===== src/rtl/pcie_rd_completer.sv =====
// Small synchronous FIFO: WIDTH-bit entries, DEPTH entries (power of two).
// Latency: a pushed entry is visible at rdata on the cycle after the push edge.
// Backpressure: none internally; the caller never pushes when full (unless it pops too) and never pops when empty.
module fifo #(
    parameter int WIDTH = 8,
    parameter int DEPTH = 4
) (
    input  logic             clock,
    input  logic             reset,
    input  logic             push,
    input  logic             pop,
    input  logic [WIDTH-1:0] wdata,
    output logic [WIDTH-1:0] rdata,
    output logic             full,
    output logic             empty
);
    localparam int AW = (DEPTH > 1) ? $clog2(DEPTH) : 1;
    localparam int PW = AW + 1;

    logic [WIDTH-1:0] mem_q [DEPTH];
    logic [PW-1:0]    wr_ptr_q, wr_ptr_d;
    logic [PW-1:0]    rd_ptr_q, rd_ptr_d;

    // Pointer advance; the extra MSB tells full from empty and wraps naturally.
    always_comb begin
        wr_ptr_d = wr_ptr_q;
        rd_ptr_d = rd_ptr_q;
        if (push) wr_ptr_d = wr_ptr_q + PW'(1);
        if (pop)  rd_ptr_d = rd_ptr_q + PW'(1);
    end

    // Pointer registers.
    always_ff @(posedge clock or posedge reset) begin
        if (reset) begin
            wr_ptr_q <= '0;
            rd_ptr_q <= '0;
        end else begin
            wr_ptr_q <= wr_ptr_d;
            rd_ptr_q <= rd_ptr_d;
        end
    end

    // Storage; contents need no reset because the pointers gate visibility.
    always_ff @(posedge clock) begin
        if (push) mem_q[wr_ptr_q[AW-1:0]] <= wdata;
    end

    assign rdata = mem_q[rd_ptr_q[AW-1:0]];
    assign empty = (wr_ptr_q == rd_ptr_q);
    assign full  = (wr_ptr_q[AW-1:0] == rd_ptr_q[AW-1:0]) && (wr_ptr_q[AW] != rd_ptr_q[AW]);
endmodule

// PIO read completer: queues 2-DW reads, fetches the register, returns a 3-beat CplD.
// Latency: strobe 1 cycle after the request is queued; BEAT0 the cycle after read data; 5 cycles/completion min.
// Backpressure: beats hold stable while tready=0; requests queue up to FIFO_DEPTH, extras are dropped and flag overflow.
module pcie_rd_completer #(
    parameter int FIFO_DEPTH = 4
) (
    input  logic        clock,
    input  logic        reset,
    input  logic        read_valid,
    input  logic [12:0] address,
    input  logic [23:0] rid_tag,
    input  logic [15:0] completer_id,
    output logic        rd_strobe,
    output logic [12:0] rd_addr,
    input  logic        rd_data_valid,
    input  logic [63:0] rd_data,
    output logic        tvalid,
    input  logic        tready,
    output logic [63:0] tdata,
    output logic [7:0]  tkeep,
    output logic        tlast,
    output logic        overflow
);
    localparam logic [31:0] CPLD_DW0 = 32'h4A00_0002;

    typedef enum logic [2:0] {IDLE, RD_WAIT, BEAT0, BEAT1, BEAT2} state_t;

    state_t      state_q, state_d;
    logic [3:0]  req_alo_q, req_alo_d;    // address[3:0], all the header needs
    logic [23:0] req_tag_q, req_tag_d;
    logic [63:0] data_q, data_d;
    logic        rd_strobe_q, rd_strobe_d;
    logic [12:0] rd_addr_q, rd_addr_d;
    logic        tvalid_q, tvalid_d;
    logic [63:0] tdata_q, tdata_d;
    logic [7:0]  tkeep_q, tkeep_d;
    logic        tlast_q, tlast_d;
    logic        overflow_q, overflow_d;

    logic        q_push, q_pop, q_full, q_empty;
    logic [36:0] q_head;
    logic [31:0] dw1, dw2;

    fifo #(.WIDTH(37), .DEPTH(FIFO_DEPTH)) u_req_fifo (
        .clock (clock),
        .reset (reset),
        .push  (q_push),
        .pop   (q_pop),
        .wdata ({address, rid_tag}),
        .rdata (q_head),
        .full  (q_full),
        .empty (q_empty)
    );

    // Host order is little-endian; each payload DW goes out byte-reversed.
    function automatic logic [31:0] swap32(input logic [31:0] d);
        return {d[7:0], d[15:8], d[23:16], d[31:24]};
    endfunction

    assign dw1 = {completer_id, 3'b000, 1'b0, 12'd8};
    assign dw2 = {req_tag_q[23:8], req_tag_q[7:0], 1'b0, req_alo_q, 3'b000};

    // Next-state, queue control and next values of every registered output.
    always_comb begin
        state_d     = state_q;
        req_alo_d   = req_alo_q;
        req_tag_d   = req_tag_q;
        data_d      = data_q;
        rd_strobe_d = 1'b0;
        rd_addr_d   = rd_addr_q;
        tvalid_d    = tvalid_q;
        tdata_d     = tdata_q;
        tkeep_d     = tkeep_q;
        tlast_d     = tlast_q;
        q_pop       = 1'b0;
        case (state_q)
            IDLE: if (!q_empty) begin
                q_pop       = 1'b1;
                req_alo_d   = q_head[27:24];
                req_tag_d   = q_head[23:0];
                rd_strobe_d = 1'b1;
                rd_addr_d   = q_head[36:24];
                state_d     = RD_WAIT;
            end
            RD_WAIT: if (rd_data_valid) begin
                data_d   = rd_data;
                tvalid_d = 1'b1;
                tdata_d  = {dw1, CPLD_DW0};
                tkeep_d  = 8'hFF;
                tlast_d  = 1'b0;
                state_d  = BEAT0;
            end
            BEAT0: if (tready) begin
                tdata_d = {swap32(data_q[31:0]), dw2};
                state_d = BEAT1;
            end
            BEAT1: if (tready) begin
                tdata_d = {32'h0, swap32(data_q[63:32])};
                tkeep_d = 8'h0F;
                tlast_d = 1'b1;
                state_d = BEAT2;
            end
            BEAT2: if (tready) begin
                tvalid_d = 1'b0;
                tdata_d  = '0;
                tkeep_d  = '0;
                tlast_d  = 1'b0;
                state_d  = IDLE;
            end
            default: state_d = IDLE;
        endcase
        // A pop in the same cycle frees the slot, so a full queue still accepts.
        q_push     = read_valid && (!q_full || q_pop);
        overflow_d = overflow_q | (read_valid && q_full && !q_pop);
    end

    // State and output registers; reset discards the in-flight TLP at once.
    always_ff @(posedge clock or posedge reset) begin
        if (reset) begin
            state_q     <= IDLE;
            req_alo_q   <= '0;
            req_tag_q   <= '0;
            data_q      <= '0;
            rd_strobe_q <= 1'b0;
            rd_addr_q   <= '0;
            tvalid_q    <= 1'b0;
            tdata_q     <= '0;
            tkeep_q     <= '0;
            tlast_q     <= 1'b0;
            overflow_q  <= 1'b0;
        end else begin
            state_q     <= state_d;
            req_alo_q   <= req_alo_d;
            req_tag_q   <= req_tag_d;
            data_q      <= data_d;
            rd_strobe_q <= rd_strobe_d;
            rd_addr_q   <= rd_addr_d;
            tvalid_q    <= tvalid_d;
            tdata_q     <= tdata_d;
            tkeep_q     <= tkeep_d;
            tlast_q     <= tlast_d;
            overflow_q  <= overflow_d;
        end
    end

    assign rd_strobe = rd_strobe_q;
    assign rd_addr   = rd_addr_q;
    assign tvalid    = tvalid_q;
    assign tdata     = tdata_q;
    assign tkeep     = tkeep_q;
    assign tlast     = tlast_q;
    assign overflow  = overflow_q;
endmodule


===== config.mk =====
export PLATFORM = sky130hd
export DESIGN_NAME = pcie_rd_completer
export DESIGN_NICKNAME = d
export VERILOG_FILES = /design/src/rtl/pcie_rd_completer.sv
export SDC_FILE = /design/constraint.sdc
export NUM_CORES = 1
export LEC_CHECK = 0
export ABC_AREA = 0
export CORE_MARGIN = 4
export CORE_UTILIZATION = 50
export DETAILED_ROUTE_END_ITERATION = 8
export DONT_BUFFER_PORTS = 1
export HOLD_SLACK_MARGIN = 0.05
export PLACE_DENSITY_LB_ADDON = 0.15
export SLEW_MARGIN = 10
export SYNTH_ARGS = -nofsm -noshare
export SYNTH_HDL_FRONTEND = slang
export SYNTH_HIERARCHICAL = 1
export SYNTH_SLANG_ARGS = --single-unit

===== constraint.sdc =====
create_clock -name clock -period 5.87 [get_ports clock]
set_input_delay 0.2935 -clock clock [delete_from_list [all_inputs] [get_ports clock]]
set_output_delay 0.2935 -clock clock [all_outputs]
set_load 0.05 [all_outputs]

# Yosys cells after proc, flatten, opt, wreduce, memory -nomap -nowiden
# Memories as Yosys holds them, arrays and structs flattened.
# Index checks and enable logic that the tools add are counted.
[word_totals] ram_bits=148 in_bits=122 elab_cells=72 regBits=190 output_inout_bits=89 memories=1
[classes] n_bitwise=2 n_eq_ne=12 muxes=25 addsub=2 reduce_logical=17
[mem_list] name="u_req_fifo.mem_q" depth=4 word_bits=37 rd=1 rd_ports_with_merged_regs=0 wr=1 line="20" text="logic [WIDTH-1:0] mem_q [DEPTH];"
[ops] operator="two-way mux 64 bit" count=4
[ops] operator="case mux 64 bit (4 select lines)" count=1
[ops] operator="two-way mux 8 bit" count=3
[ops] operator="case mux 8 bit (3 select lines)" count=1
[ops] operator="two-way mux 3 bit" count=5
[ops] operator="case mux 3 bit (5 select lines)" count=1
[ops] operator="!= test 2 bit, second input constant" count=5
[ops] operator="AND reduction 5 bit" count=2
[ops] operator="two-way mux 1 bit" count=8
[ops] operator="adder 3 x 1 -> 3 bit, second input constant" count=2
[ops] operator="equality test 3 x 2 -> 1 bit, second input constant" count=2
[ops] operator="logical AND 1 bit" count=4
[ops] operator="AND reduction 2 bit" count=2
[ops] operator="AND reduction 4 bit" count=1
[ops] operator="nonzero test 4 bit" count=1
[ops] operator="equality test 3 x 1 -> 1 bit, second input constant" count=1
[ops] operator="equality test 3 bit" count=1
[ops] operator="equality test 3 bit, second input constant" count=1
[ops] operator="logical NOT 3 bit" count=1
[ops] operator="case mux 1 bit (3 select lines)" count=1
[ops] operator="AND reduction 3 bit" count=1
[ops] operator="nonzero test 3 bit" count=1
[ops] operator="equality test 2 bit" count=1
[ops] operator="logical NOT 1 bit" count=2
[ops] operator="other kinds (6)" count=6

# Longest topological paths before layout
# Gate-level depths: netlist of the first run.
[depth] ltp_word=7 depth_mapped=10 ltp_nobuf=6

# Modules after synthesis
# Netlist of the first run, hierarchy kept.
[by_module_without_submodules] mod="pcie_rd_completer" area_each_um2=7350.8 cells_each=517 n_inst=1 seq_area_each_um2=4354.2
[by_module_without_submodules] mod="fifo" area_each_um2=5676.7 cells_each=224 n_inst=1 seq_area_each_um2=4594.4

# Least setup slack after synthesis of the first run
# No wires, ideal clock.
[synth_path] kind="reg2reg" from="reg u_req_fifo.rd_ptr_q[0]" to="mem u_req_fifo.mem_q[3][0] (enable)" n_path_buf=2 slack_ns=2.548 synth_period_minus_slack_ns=3.322 setup_time_ns=0.399 t_arrival_ns=2.923 path_stages_with_launch=8 required_ns=5.471 path_cell_list="dfrtp_1 > buf_2 > xor2_1 > nor3b_1 > or4_1 > buf_2 > a21boi_0 > and2_1"
[synth_via] elab_chain_cells=7 elab_cells_between_ends=10 cone_classes="eq/ne: 2; mux: 4; reduce/logical: 4"
[synth_rtl] element="from (decl)" line="22" text="logic [PW-1:0] rd_ptr_q, rd_ptr_d;"
[synth_rtl] element="from (signal assigned)" line="39" text="rd_ptr_q <= rd_ptr_d;"
[synth_rtl] element="equality test 3 bit" line="49" text="assign empty = (wr_ptr_q == rd_ptr_q);"
[synth_rtl] element="net q_empty" line="92" text="logic q_push, q_pop, q_full, q_empty;"
[synth_rtl] element="two-way mux 1 bit" line="129" text="IDLE: if (!q_empty) begin"
[synth_rtl] element="two-way mux 1 bit" line="128" text="case (state_q)"
[synth_rtl] element="logical OR 1 bit" line="165" text="q_push = read_valid && (!q_full || q_pop);"
[synth_rtl] element="logical AND 1 bit" line="165"
[synth_rtl] element="net q_push" line="92"
[synth_rtl] element="two-way mux 1 bit" line="45" text="if (push) mem_q[wr_ptr_q[AW-1:0]] <= wdata;"
[synth_rtl] element="two-way mux 1 bit (implied by the code)" line="45"
[synth_rtl] element="to (decl)" line="20"
# The timed path passes the listed nets, and every way through them passes these cells.

# Worst setup path in the final report of the first run
[layout_path] from="reg u_req_fifo.rd_ptr_q[1]" to="mem u_req_fifo.mem_q[3][36] (enable)"
# The elaborated chain is that of the path after synthesis.

==> results by group, run 1 <==
Final layout
  • # diodes: 0
  • Final nets: 965
  • Layout cell share with drive strength beyond 1: 0.293
  • Final-layout fill cell count: 1901
  • Area Overhead vs Synth: 17.6%

Hold path
  • Worst min path class: input pin to flip-flop

Global routing
  • Initial antenna violation count: 0
  • GR peak layer: met2
  • Total track usage: 0.184
  • First-pass GRT wire length: 41300 um
  • Grt ovf: 0
  • Met1 track demand over resource: 0.244
  • Met3 Resource Use GR: 0.0475
  • Largest net degree at the start of global routing: 91
  • Number of global-route vias before repair: 7147
  • Met2 usage: 0.303

Synth
  • Syn Inst Count: 741
  • Asr flop ratio synth: 0.549
  • YS warnings: 6
  • Synthesized cell area: 13000 um^2
  • Mean Syn Cell Area: 17.6 um^2
  • Top post-synthesis cells by area: dfrtp_1 35%, edfxtp_1 34%, mux2_2 12%
  • Unique cell type count in the Yosys netlist: 38
  • Post-synth top flop: dfrtp_1
  • Commonest cells in the netlist: 180 x dfrtp_1, 148 x edfxtp_1, 141 x mux2_2
  • Most common cell in the netlist: dfrtp_1
  • Syn Nets: 868
  • Post-synth top area cell: dfrtp_1
  • #FFs+latches synth: 328
  • Post-synth EDFFs: 148
  • Top-area cell type share of the netlist area: 0.346
  • Seq/Total Area, Yosys: 0.687

Setup path
  • CP max FO: 40
  • Setup crit end kind: flip-flop
  • CP Class: flip-flop to flip-flop
  • Worst path arrival time: 3.96 ns
  • Worst Setup Start Kind: flip-flop
  • Worst endpoint required time: 6.00 ns

Power and ir drop
  • Combinational Power Share: 0.264
  • Clock network fraction of design power: 0.229
  • Peak supply drop: 0.309 mV
  • Net Switching: 0.00327 W
  • Reg power frac: 0.507
  • Static leakage power: 5.97 nW
  • Sw Share: 0.364
  • Internal power: 0.00570 W
  • Pwr/cell area: 585 nW/um^2
  • Pwr Total: 0.00897 W

Timing
  • Setup TNS: 0 ns
  • RSZ-0062 raised after global routing: no
  • Final hold vios: 0
  • Final setup viols: 0
  • Crit share post-route: 0.653
  • Measured slew at the worst slew-check pin: 1.09 ns
  • Maximum clock frequency: 261 MHz
  • Fin crit period: 3.83 ns
  • Fin. max-slew vios: 0
  • Final clock skew: 0.0149 ns
  • Worst rel slew slack: 0.268

CTS
  • CTS root buf: clkbuf_16
  • Postcts setup bufs: 0
  • Clk sinks: 328
  • Post-CTS resize count: 0
  • CTS tree: yes
  • Max clock buf depth: 3
  • H-tree depth: 2
  • Number of CTS-inserted buffers: 35
  • Clock-pin transition on the worst setup and hold timing paths: 0.06 ns
  • Worst-Skew Late Latency: 0.51 ns

Detailed routing
  • Initial DRC count: 373
  • DRC violations left: 0
  • Routed wire length: 26400 um
  • Drt via density: 5.57
  • Via count: 6646
  • Pre-Repair DR Iteration Count: 4
  • Detail Route Antenna Nets: 0
  • WL per Instance: 22.1 um

Placed design
  • Buffers on Ports: 0
  • DPL Wire Length: 16500 um
  • Routability cong.: 0.783

Die
  • Initial Util: 0.513
  • IO Count: 211
  • Die X: 169 um
  • CORE AREA: 25400 um^2
  • FP Rows: 58
  • Die Y: 169 um
  • DIE AREA: 28700 um^2

Status
  • Status: completed

Flow run
  • Max-cap violations: 0
## power groups by stage
stage	Clock (W)	Combinational [W]	Sequential (W)
3_5_place_dp	0	0.00235	0.00460
6_report	0.00205	0.00237	0.00455
4_1_cts	0.00211	0.00242	0.00456
2_1_floorplan	0	0.00215	0.00428
3_3_place_gp	0	0.00226	0.00456
5_1_grt	0.00223	0.00261	0.00465
## final timing paths
kind	startpoint	endpoint	slack [ns]	depth (start not counted)
worst max-delay path	u_req_fifo/rd_ptr_q[1]	u_req_fifo/mem_q[3][36]	2.04	5
worst min-delay path	completer_id[3]	tdata[51]	0.09	2
worst max register to register	u_req_fifo/rd_ptr_q[1]	u_req_fifo/mem_q[3][36]	2.04	5
worst min register to register	req_tag_q[22]	req_tag_q[22]	0.49	2
max in group asynchronous	reset	data_q[16]	3.77	3
min in group asynchronous	reset	u_req_fifo/wr_ptr_q[2]	0.28	2
## cells in the final DEF (no fill, tap or decap), types with 2 or more instances in the layout
| cell type | n |
|---|---|
| clkinv_1 | 3 |
| dfrtp_1 | 176 |
| and2_2 | 4 |
| mux2i_1 | 22 |
| o22ai_1 | 2 |
| xnor2_1 | 2 |
| o21ai_0 | 2 |
| clkinvlp_4 | 2 |
| nand2b_1 | 2 |
| nand3b_1 | 3 |
| clkinv_2 | 7 |
| buf_4 | 6 |
| dfrtp_2 | 4 |
| clkbuf_8 | 5 |
| nor3b_1 | 3 |
| a22o_1 | 27 |
| nor3_1 | 3 |
| ha_1 | 5 |
| mux2_2 | 141 |
| nand2_1 | 34 |
| dlygate4sd3_1 | 105 |
| mux4_2 | 37 |
| inv_1 | 23 |
| clkbuf_1 | 6 |
| mux2_1 | 4 |
| clkbuf_16 | 36 |
| xor2_1 | 6 |
| a32o_1 | 16 |
| edfxtp_1 | 148 |
| inv_6 | 3 |
| a21oi_1 | 12 |
## flip-flops by register name, summed over array words and instances (netlist names)
register,count
tdata,64
tkeep,2
data_q,64
u_req_fifo/wr_ptr_q,3
req_alo_q,3
state_q,3
rd_strobe,1
u_req_fifo/rd_ptr_q,3
overflow,1
tlast,1
tvalid,1
u_req_fifo/mem_q,148
req_tag_q,24
rd_addr,10
## layout make-up
cell class | count | area [um^2] | area share
Multi-Input combinational cell | 337 | 3660 | 0.239
Inverter | 25 | 98.8 | 0.00645
Clock inverter | 16 | 104 | 0.00678
Timing Repair Buffer | 111 | 1100 | 0.0716
Tap cell | 330 | 413 | 0.0270
Clock buffer | 47 | 992 | 0.0648
Sequential cell | 328 | 8950 | 0.584
## timing repair
item / in CTS / in global routing
hold endpoints to repair: 314 / 0
setup endpoints to repair: 0 / 0
hold buffers: 105 / 0
## per-layer routing
metal / wire length (um) / part of all wire
met2: 12800 / 0.48
met1: 11000 / 0.42
met5: 0 / 0
met4: 553 / 0.021
met3: 2040 / 0.077
## cell families (layout without fill, tap and decap cells)
logic type,count (synthesis),count (layout),share of synthesized area
DFF,328,328,0.687
muxes,204,204,0.206
buffers and inverters,76,199,0.0350
AOI/OAI and AO/OA,64,64,0.0398
and+or+nand+nor,56,56,0.0220
xor gates and xnor gates,8,8,0.00538
adders and majority gates,5,5,0.00480
## through the flow
stage / cells / hold WS [ns] / area, um^2 / setup slack [ns] / utilization
after global placement: 1026 / 0.118 / 13200 / 2.10 / 0.519
after global routing: 1194 / 0.0695 / 15300 / 1.68 / 0.603
final: 1194 / 0.0871 / 15300 / 2.04 / 0.603
after floorplan: 741 / 0.0845 / 13000 / 0.860 / -
after detailed placement: 1026 / 0.136 / 13200 / 1.99 / 0.519
after CTS: 1194 / 0.0633 / 15300 / 1.99 / 0.603
## worst max-delay path, cell delays in order (launching register included)
cell,delay [ns]
dfrtp_2,1.03
xor2_1,0.24
nor3b_1,0.10
or4_1,0.52
a21boi_0,0.57
and2_2,0.97
No activity file was read; power rests on OpenSTA's default activity.
==> run 2, diff against run 1 <==
--- a/config.mk
+++ b/config.mk
@@ -5,7 +5,7 @@
 export SDC_FILE = /design/constraint.sdc
 export NUM_CORES = 1
 export LEC_CHECK = 0
-export ABC_AREA = 0
+export ABC_AREA = 1
 export CORE_MARGIN = 4
 export CORE_UTILIZATION = 50
 export DETAILED_ROUTE_END_ITERATION = 8
==> constraint.sdc (replaced) <==
create_clock -name clock -period 3.65 [get_ports clock]
set_input_delay 0.1825 -clock clock [delete_from_list [all_inputs] [get_ports clock]]
set_output_delay 0.1825 -clock clock [all_outputs]
set_load 0.05 [all_outputs]
==> results by group, run 2 <==
Detailed routing
  • Pre-Repair DR Iteration Count: 5 (+1)
  • Routed wire length: 33000 um (+25%)
  • Drt via density: 4.88 (-12%)
  • DRC violations left: 0 (unchanged)
  • Via count: 9838 (+48%)
  • WL per Instance: 16.4 um (-26%)
  • Initial DRC count: 663 (+78%)
  • Detail Route Antenna Nets: 0 (unchanged)

CTS
  • Worst-Skew Late Latency: 0.50 ns (about the same)
  • Max clock buf depth: 3 (unchanged)
  • CTS tree: yes
  • CTS root buf: clkbuf_16
  • H-tree depth: 2 (unchanged)
  • Clock-pin transition on the worst setup and hold timing paths: 0.06 ns (about the same)
  • Clk sinks: 328 (unchanged)
  • Number of CTS-inserted buffers: 37 (+5.7%)

Synth
  • Syn Inst Count: 1516 (+100%)
  • Top post-synthesis cells by area: dfrtp_1 31%, edfxtp_1 31%, nand2_1 16%
  • #FFs+latches synth: 328 (unchanged)
  • Commonest cells in the netlist: 610 x nand2_1, 180 x dfrtp_1, 177 x inv_1
  • Top-area cell type share of the netlist area: 0.314 (-0.0321)
  • Asr flop ratio synth: 0.549 (unchanged)
  • Post-synth EDFFs: 148 (unchanged)
  • Post-synth top area cell: dfrtp_1
  • Seq/Total Area, Yosys: 0.623 (-0.0637)
  • YS warnings: 6 (unchanged)
  • Synthesized cell area: 14400 um^2 (+10%)
  • Mean Syn Cell Area: 9.47 um^2 (-46%)
  • Most common cell in the netlist: nand2_1
  • Syn Nets: 1643 (+89%)
  • Post-synth top flop: dfrtp_1
  • Unique cell type count in the Yosys netlist: 29 (-24%)

Global routing
  • Initial antenna violation count: 5 (+5)
  • Total track usage: 0.207 (+0.0230)
  • Largest net degree at the start of global routing: 175 (+92%)
  • First-pass GRT wire length: 52200 um (+27%)
  • Number of global-route vias before repair: 9786 (+37%)
  • Grt ovf: 0 (unchanged)

Setup path
  • Reg2reg start: u_req_fifo/rd_ptr_q[1]
  • Crit path top cell by count: nand2_1
  • CP Class: flip-flop to flip-flop
  • Crit-path cells: buf_4 -> inv_1 -> nand2_1 -> nand2_1 -> nand2_1 -> nor2_1 -> or2_1 -> a21oi_1 -> nand2_1 -> inv_1 -> buf_12
  • R2r setup slk: 0.97 ns (-1.06 ns)
  • Crit-path max cell delay: 0.44 ns (-0.59 ns)
  • Worst path arrival time: 2.87 ns (-1.09 ns)
  • Worst Setup Start Kind: flip-flop
  • CP max FO: 28 (-30%)
  • Reg2reg end: u_req_fifo/mem_q[0][20]
  • Critical path's top delay family: buffers and inverters
  • Crit path buf inv count: 4 (+4)
  • Worst path slowest cell: a21oi_1
  • Worst endpoint required time: 3.84 ns (-2.16 ns)
  • R2R cell count: 11 (+6)
  • Setup crit end kind: flip-flop

Placed design
  • Worst slack, placed: 0.969 ns (-1.02 ns)
  • Placed Area: 14500 um^2 (+9.9%)
  • Routability cong.: 0.842 (+7.6%)
  • DPL Wire Length: 20600 um (+25%)
  • Buffers on Ports: 0 (unchanged)

Final layout
  • FF/Latch Area: 8950 um^2 (about the same)
  • Final-layout fill cell count: 2407 (+27%)
  • Final nets: 1737 (+80%)
  • Area Overhead vs Synth: 17.3%
  • Max FFs per register: 148 (unchanged)
  • Commonest non-fill, non-tap cell in the layout: nand2_1
  • Layout cell share with drive strength beyond 1: 0.0814 (-0.211)
  • Area of the multi-input gates: 4160 um^2 (+14%)
  • Highest-count cells in the layout ignoring fill and taps: 609 x nand2_1, 177 x dfrtp_1, 176 x inv_1
  • Finished Cell Area: 16800 um^2 (+10%)

Timing
  • Final hold vios: 0 (unchanged)
  • Crit share post-route: 0.734 (+0.0807)
  • Setup TNS: 0 ns (unchanged)
  • Final clock skew: 0.0173 ns (+0.00242 ns)
  • Measured slew at the worst slew-check pin: 1.01 ns (-0.0812 ns)
  • Final setup viols: 0 (unchanged)
  • Maximum clock frequency: 373 MHz (+43%)
  • Fin crit period: 2.68 ns (-1.16 ns)
  • Worst rel slew slack: 0.325 (+0.0574)
  • Final WS setup: 0.971 ns (-1.06 ns)
  • RSZ-0062 raised after global routing: no
  • Fin. max-slew vios: 0 (unchanged)

Die
  • Die X: 177 um (+4.7%)
  • FP Rows: 61 (+5.2%)
  • Die Y: 177 um (+4.7%)
  • Initial Util: 0.511 (-0.00168)
  • CORE AREA: 28100 um^2 (+11%)
  • DIE AREA: 31500 um^2 (+9.7%)
  • IO Count: 211 (unchanged)

Hold path
  • Worst min path class: input pin to flip-flop
  • Hold Path Sink: state_q[0]
  • Hold Startpoint: rd_data_valid
  • Hold Path Depth: 5 (+3)

Power and ir drop
  • Pwr/cell area: 956 nW/um^2 (+63%)
  • Peak supply drop: 0.630 mV (+100%)
  • Static leakage power: 8.00 nW (+34%)
  • Pwr Total: 0.0161 W (+80%)

Status
  • Status: completed

Flow run
  • Max-cap violations: 0 (unchanged)
[run 2: worst max path at each step]
stage,cells after the start,to,startpoint,slack (ns)
5_1_grt,11,u_req_fifo/mem_q[0][24],u_req_fifo/rd_ptr_q[1],0.70
3_5_place_dp,11,u_req_fifo/mem_q[0][14],u_req_fifo/rd_ptr_q[1],0.97
4_1_cts,11,u_req_fifo/mem_q[0][19],u_req_fifo/rd_ptr_q[1],0.96
6_report,11,u_req_fifo/mem_q[0][20],u_req_fifo/rd_ptr_q[1],0.97
2_1_floorplan,11,u_req_fifo/mem_q[3][0],u_req_fifo/rd_ptr_q[0],0.76
3_3_place_gp,11,u_req_fifo/mem_q[0][16],u_req_fifo/rd_ptr_q[1],1.01
[run 2: worst min-delay path: stages]
cell     delay [ns]
inv_1          0.06
nand3_2        0.12
nand4_1        0.09
nand2_1        0.07
nand2_1        0.05
[run 2: layer usage]
layer  routed length, um  share of wire  global-route usage
met5                   0              0                   0
met4                 829          0.025              0.0580
met3                2530          0.076              0.0537
met2               15300           0.46               0.342
met1               14400           0.44               0.272
[run 2: timing repair]
item / 4_1_cts / 5_1_grt
endpoints found under the hold margin: 415 / 0
setup buffers: 0 / 0
hold buffers: 120 / 0
gates resized for setup: 0 / 0
[run 2: cell type report]
class / instances / area share
Clock buffer: 51 / 0.0616
Multi-Input combinational cell: 917 / 0.247
Clock inverter: 11 / 0.00676
Tap cell: 378 / 0.0281
Antenna cell: 5 / 0.000743
Inverter: 185 / 0.0414
Sequential cell: 328 / 0.531
Timing Repair Buffer: 141 / 0.0829
[run 2: through the flow]
| step | util | hold WS [ns] | instances |
|---|---|---|---|
| 6_report | 0.600 | 0.112 | 2016 |
| 5_1_grt | 0.600 | 0.147 | 2015 |
| 4_1_cts | 0.599 | 0.0912 | 2011 |
| 3_5_place_dp | 0.516 | 0.0185 | 1829 |
| 3_3_place_gp | 0.516 | 0.0151 | 1829 |
| 2_1_floorplan | - | -0.0265 | 1516 |
[run 2: kinds of logic (layout without fill, tap and decap cells)]
logic type               count (synthesis)  after routing  synth area share
AND/OR/NAND/NOR                        748            748             0.213
AO/OA/AOI/OAI                          158            158            0.0679
flip-flops                             328            328             0.623
other                                    0              5                 0
XOR/XNOR                                 6              6           0.00366
buffers and inverters                  271            388            0.0876
adder cells (fa/ha/maj)                  5              5           0.00436
[run 2: where the power goes]
| part | leakage (nW) | switching [W] | internal [W] |
|---|---|---|---|
| combinational | 3.82 | 0.00346 | 0.00166 |
| clock | 0.557 | 0.00140 | 0.00212 |
| sequential | 3.63 | 0.00228 | 0.00519 |
==> run 3, diff against run 2 <==
--- a/config.mk
+++ b/config.mk
@@ -5,7 +5,7 @@
 export SDC_FILE = /design/constraint.sdc
 export NUM_CORES = 1
 export LEC_CHECK = 0
-export ABC_AREA = 1
+export ABC_AREA = 0
 export CORE_MARGIN = 4
 export CORE_UTILIZATION = 50
 export DETAILED_ROUTE_END_ITERATION = 8
==> constraint.sdc (replaced) <==
create_clock -name clock -period 2.66 [get_ports clock]
set_input_delay 0.133 -clock clock [delete_from_list [all_inputs] [get_ports clock]]
set_output_delay 0.133 -clock clock [all_outputs]
set_load 0.05 [all_outputs]
==> results by group, run 3 (synthesis gave the netlist of run 1 again) <==
Die
  • CORE AREA: 25400 um^2 (-9.6%)
  • DIE AREA: 28700 um^2 (-8.9%)
  • Die Y: 169 um (-4.5%)
  • Initial Util: 0.513 (+0.00168)
  • FP Rows: 58 (-4.9%)
  • Die X: 169 um (-4.5%)
  • IO Count: 211 (unchanged)

Setup path
  • Critical path origin: u_req_fifo/wr_ptr_q[0]
  • Crit path top cell by count: buf_4
  • CP max FO: 9 (-68%)
  • Crit-path cells: xor2_1 -> nor3b_1 -> or4_1 -> a21boi_1 -> buf_4 -> and2_2 -> buf_4
  • Worst path slowest cell: dfrtp_1
  • R2R cell count: 7 (-4)
  • Reg2reg end: u_req_fifo/mem_q[1][30]
  • Setup crit end kind: flip-flop
  • Critical path's top delay family: simple AND/OR/NAND/NOR gates
  • Timing endpoint of the critical path: u_req_fifo/mem_q[1][30]
  • CP Depth: 7 (-4)
  • Reg2reg start: u_req_fifo/wr_ptr_q[0]
  • Worst endpoint required time: 2.87 ns (-0.97 ns)
  • R2r setup slk: 0.30 ns (-0.67 ns)
  • CP Class: flip-flop to flip-flop
  • Crit-path max cell delay: 0.44 ns (about the same)
  • Worst Setup Start Kind: flip-flop
  • Crit path buf inv count: 2 (-2)
  • Worst path arrival time: 2.57 ns (-0.30 ns)

CTS
  • Max clock buf depth: 3 (unchanged)
  • CTS tree: yes
  • Worst-Skew Late Latency: 0.51 ns (about the same)
  • Clk sinks: 328 (unchanged)
  • Clock-pin transition on the worst setup and hold timing paths: 0.06 ns (about the same)
  • Number of CTS-inserted buffers: 35 (-5.4%)
  • Post-CTS resize count: 0 (unchanged)
  • H-tree depth: 2 (unchanged)
  • CTS root buf: clkbuf_16

Timing
  • Maximum clock frequency: 424 MHz (+14%)
  • RSZ-0062 raised after global routing: no
  • Final clock skew: 0.0177 ns (+0.000349 ns)
  • Fin crit period: 2.36 ns (-0.320 ns)
  • Worst rel slew slack: 0.484 (+0.158)
  • Final setup viols: 0 (unchanged)
  • Fin. max-slew vios: 0 (unchanged)
  • Hold Slack: 0.108 ns (-0.00332 ns)
  • Final hold vios: 0 (unchanged)
  • Crit share post-route: 0.887 (+0.153)
  • Measured slew at the worst slew-check pin: 0.775 ns (-0.238 ns)

Detailed routing
  • Via count: 6887 (-30%)
  • Detail Route Antenna Nets: 0 (unchanged)
  • Routed wire length: 27400 um (-17%)
  • Pre-Repair DR Iteration Count: 4 (-1)
  • Initial DRC count: 322 (-51%)
  • WL per Instance: 22.2 um (+36%)
  • DRC violations left: 0 (unchanged)
  • Drt via density: 5.58 (+14%)

Hold path
  • Hold Startpoint: tready
  • Worst min path class: input pin to flip-flop

Placed design
  • DPL Wire Length: 17900 um (-13%)
  • Buffers on Ports: 0 (unchanged)
  • Routability cong.: 0.808 (-4.0%)
  • Cells after DPL: 1050 (-43%)

Power and ir drop
  • Pwr/cell area: 1290 nW/um^2 (+35%)
  • Static leakage power: 6.22 nW (-22%)
  • Peak supply drop: 1.05 mV (+67%)

Final layout
  • Max FFs per register: 148 (unchanged)
  • Highest-count cells in the layout ignoring fill and taps: 176 x dfrtp_1, 148 x edfxtp_1, 141 x mux2_2
  • Final nets: 1007 (-42%)
  • Fin cells: 1234 (-39%)
  • Area Overhead vs Synth: 21.7%
  • Layout cell share with drive strength beyond 1: 0.306 (+0.225)
  • Commonest non-fill, non-tap cell in the layout: dfrtp_1
  • # diodes: 0 (-5)

Global routing
  • Initial antenna violation count: 2 (-3)
  • Number of global-route vias before repair: 7446 (-24%)
  • First-pass GRT wire length: 42700 um (-18%)
  • Grt ovf: 0 (unchanged)
  • Total track usage: 0.190 (-0.0165)
  • Largest net degree at the start of global routing: 78 (-55%)

Flow run
  • Max-cap violations: 0 (unchanged)

Status
  • Status: completed
[run 3: cell types whose count changed in the layout (fill, tap and decap cells not counted), moves of 61 or more]
| cell | before | now |
|---|---|---|
| mux2_2 | 0 | 141 |
| o21bai_1 | 65 | 0 |
| inv_1 | 176 | 23 |
| nand2_1 | 609 | 34 |
| nand3_1 | 67 | 0 |
| o21ai_1 | 61 | 0 |
[run 3: worst min path at each step]
| stage | to | depth (start not counted) |
|---|---|---|
| after floorplan | u_req_fifo/rd_ptr_q[0] | 1 |
| after global placement | u_req_fifo/wr_ptr_q[1] | 1 |
| after detailed placement | u_req_fifo/wr_ptr_q[1] | 1 |
| after CTS | tdata[24] | 3 |
| after global routing | tdata[4] | 3 |
| final | tdata[4] | 3 |
[run 3: final cells by class]
type	count	area, um^2
well taps	330	413
fillers	1783	9550
inverters	25	97.6
multi-input cells	337	3660
repair buffers	153	1580
clock inverters	12	129
clock buffers	49	1010
flip-flops and latches	328	8950
[run 3: layer usage]
layer / vias to the layer above / GRT usage / routed length, um
li1: 3076 / - / -
met1: 3534 / 0.251 / 11000
met2: 231 / 0.314 / 13500
met3: 42 / 0.0592 / 2430
met4: 4 / 0.0431 / 456
met5: - / 0 / 21
[run 3: through the flow]
step	setup TNS, ns	area (um^2)	setup slack (ns)	power, W	utilization
after CTS	0	15800	0.281	0.0207	0.624
final	0	15800	0.302	0.0204	0.624
after global placement	0	13500	0.373	0.0154	0.531
after global routing	0	15800	0.134	0.0215	0.624
after floorplan	-15.90	13000	-0.143	0.0142	-
after detailed placement	0	13500	0.302	0.0157	0.531
[run 3: worst register-to-register path: cells and delay by family, from the launching register on]
family / cells / cell delay, ns
buf+inv: 2 / 0.41
simple gates: 3 / 0.83
flops: 1 / 0.44
compound gates: 1 / 0.17
xor+xnor: 1 / 0.21
[run 3: what timing repair did]
action                    in CTS  in global routing
setup buffers                  0                  0
hold buffers                 123                  0
hold endpoints to repair     417                  0
[run 3: power by group]
group / total (W) / internal [W] / switching, W
combinational: 0.00599 / 0.00311 / 0.00288
sequential: 0.00966 / 0.00711 / 0.00255
clock: 0.00473 / 0.00286 / 0.00187
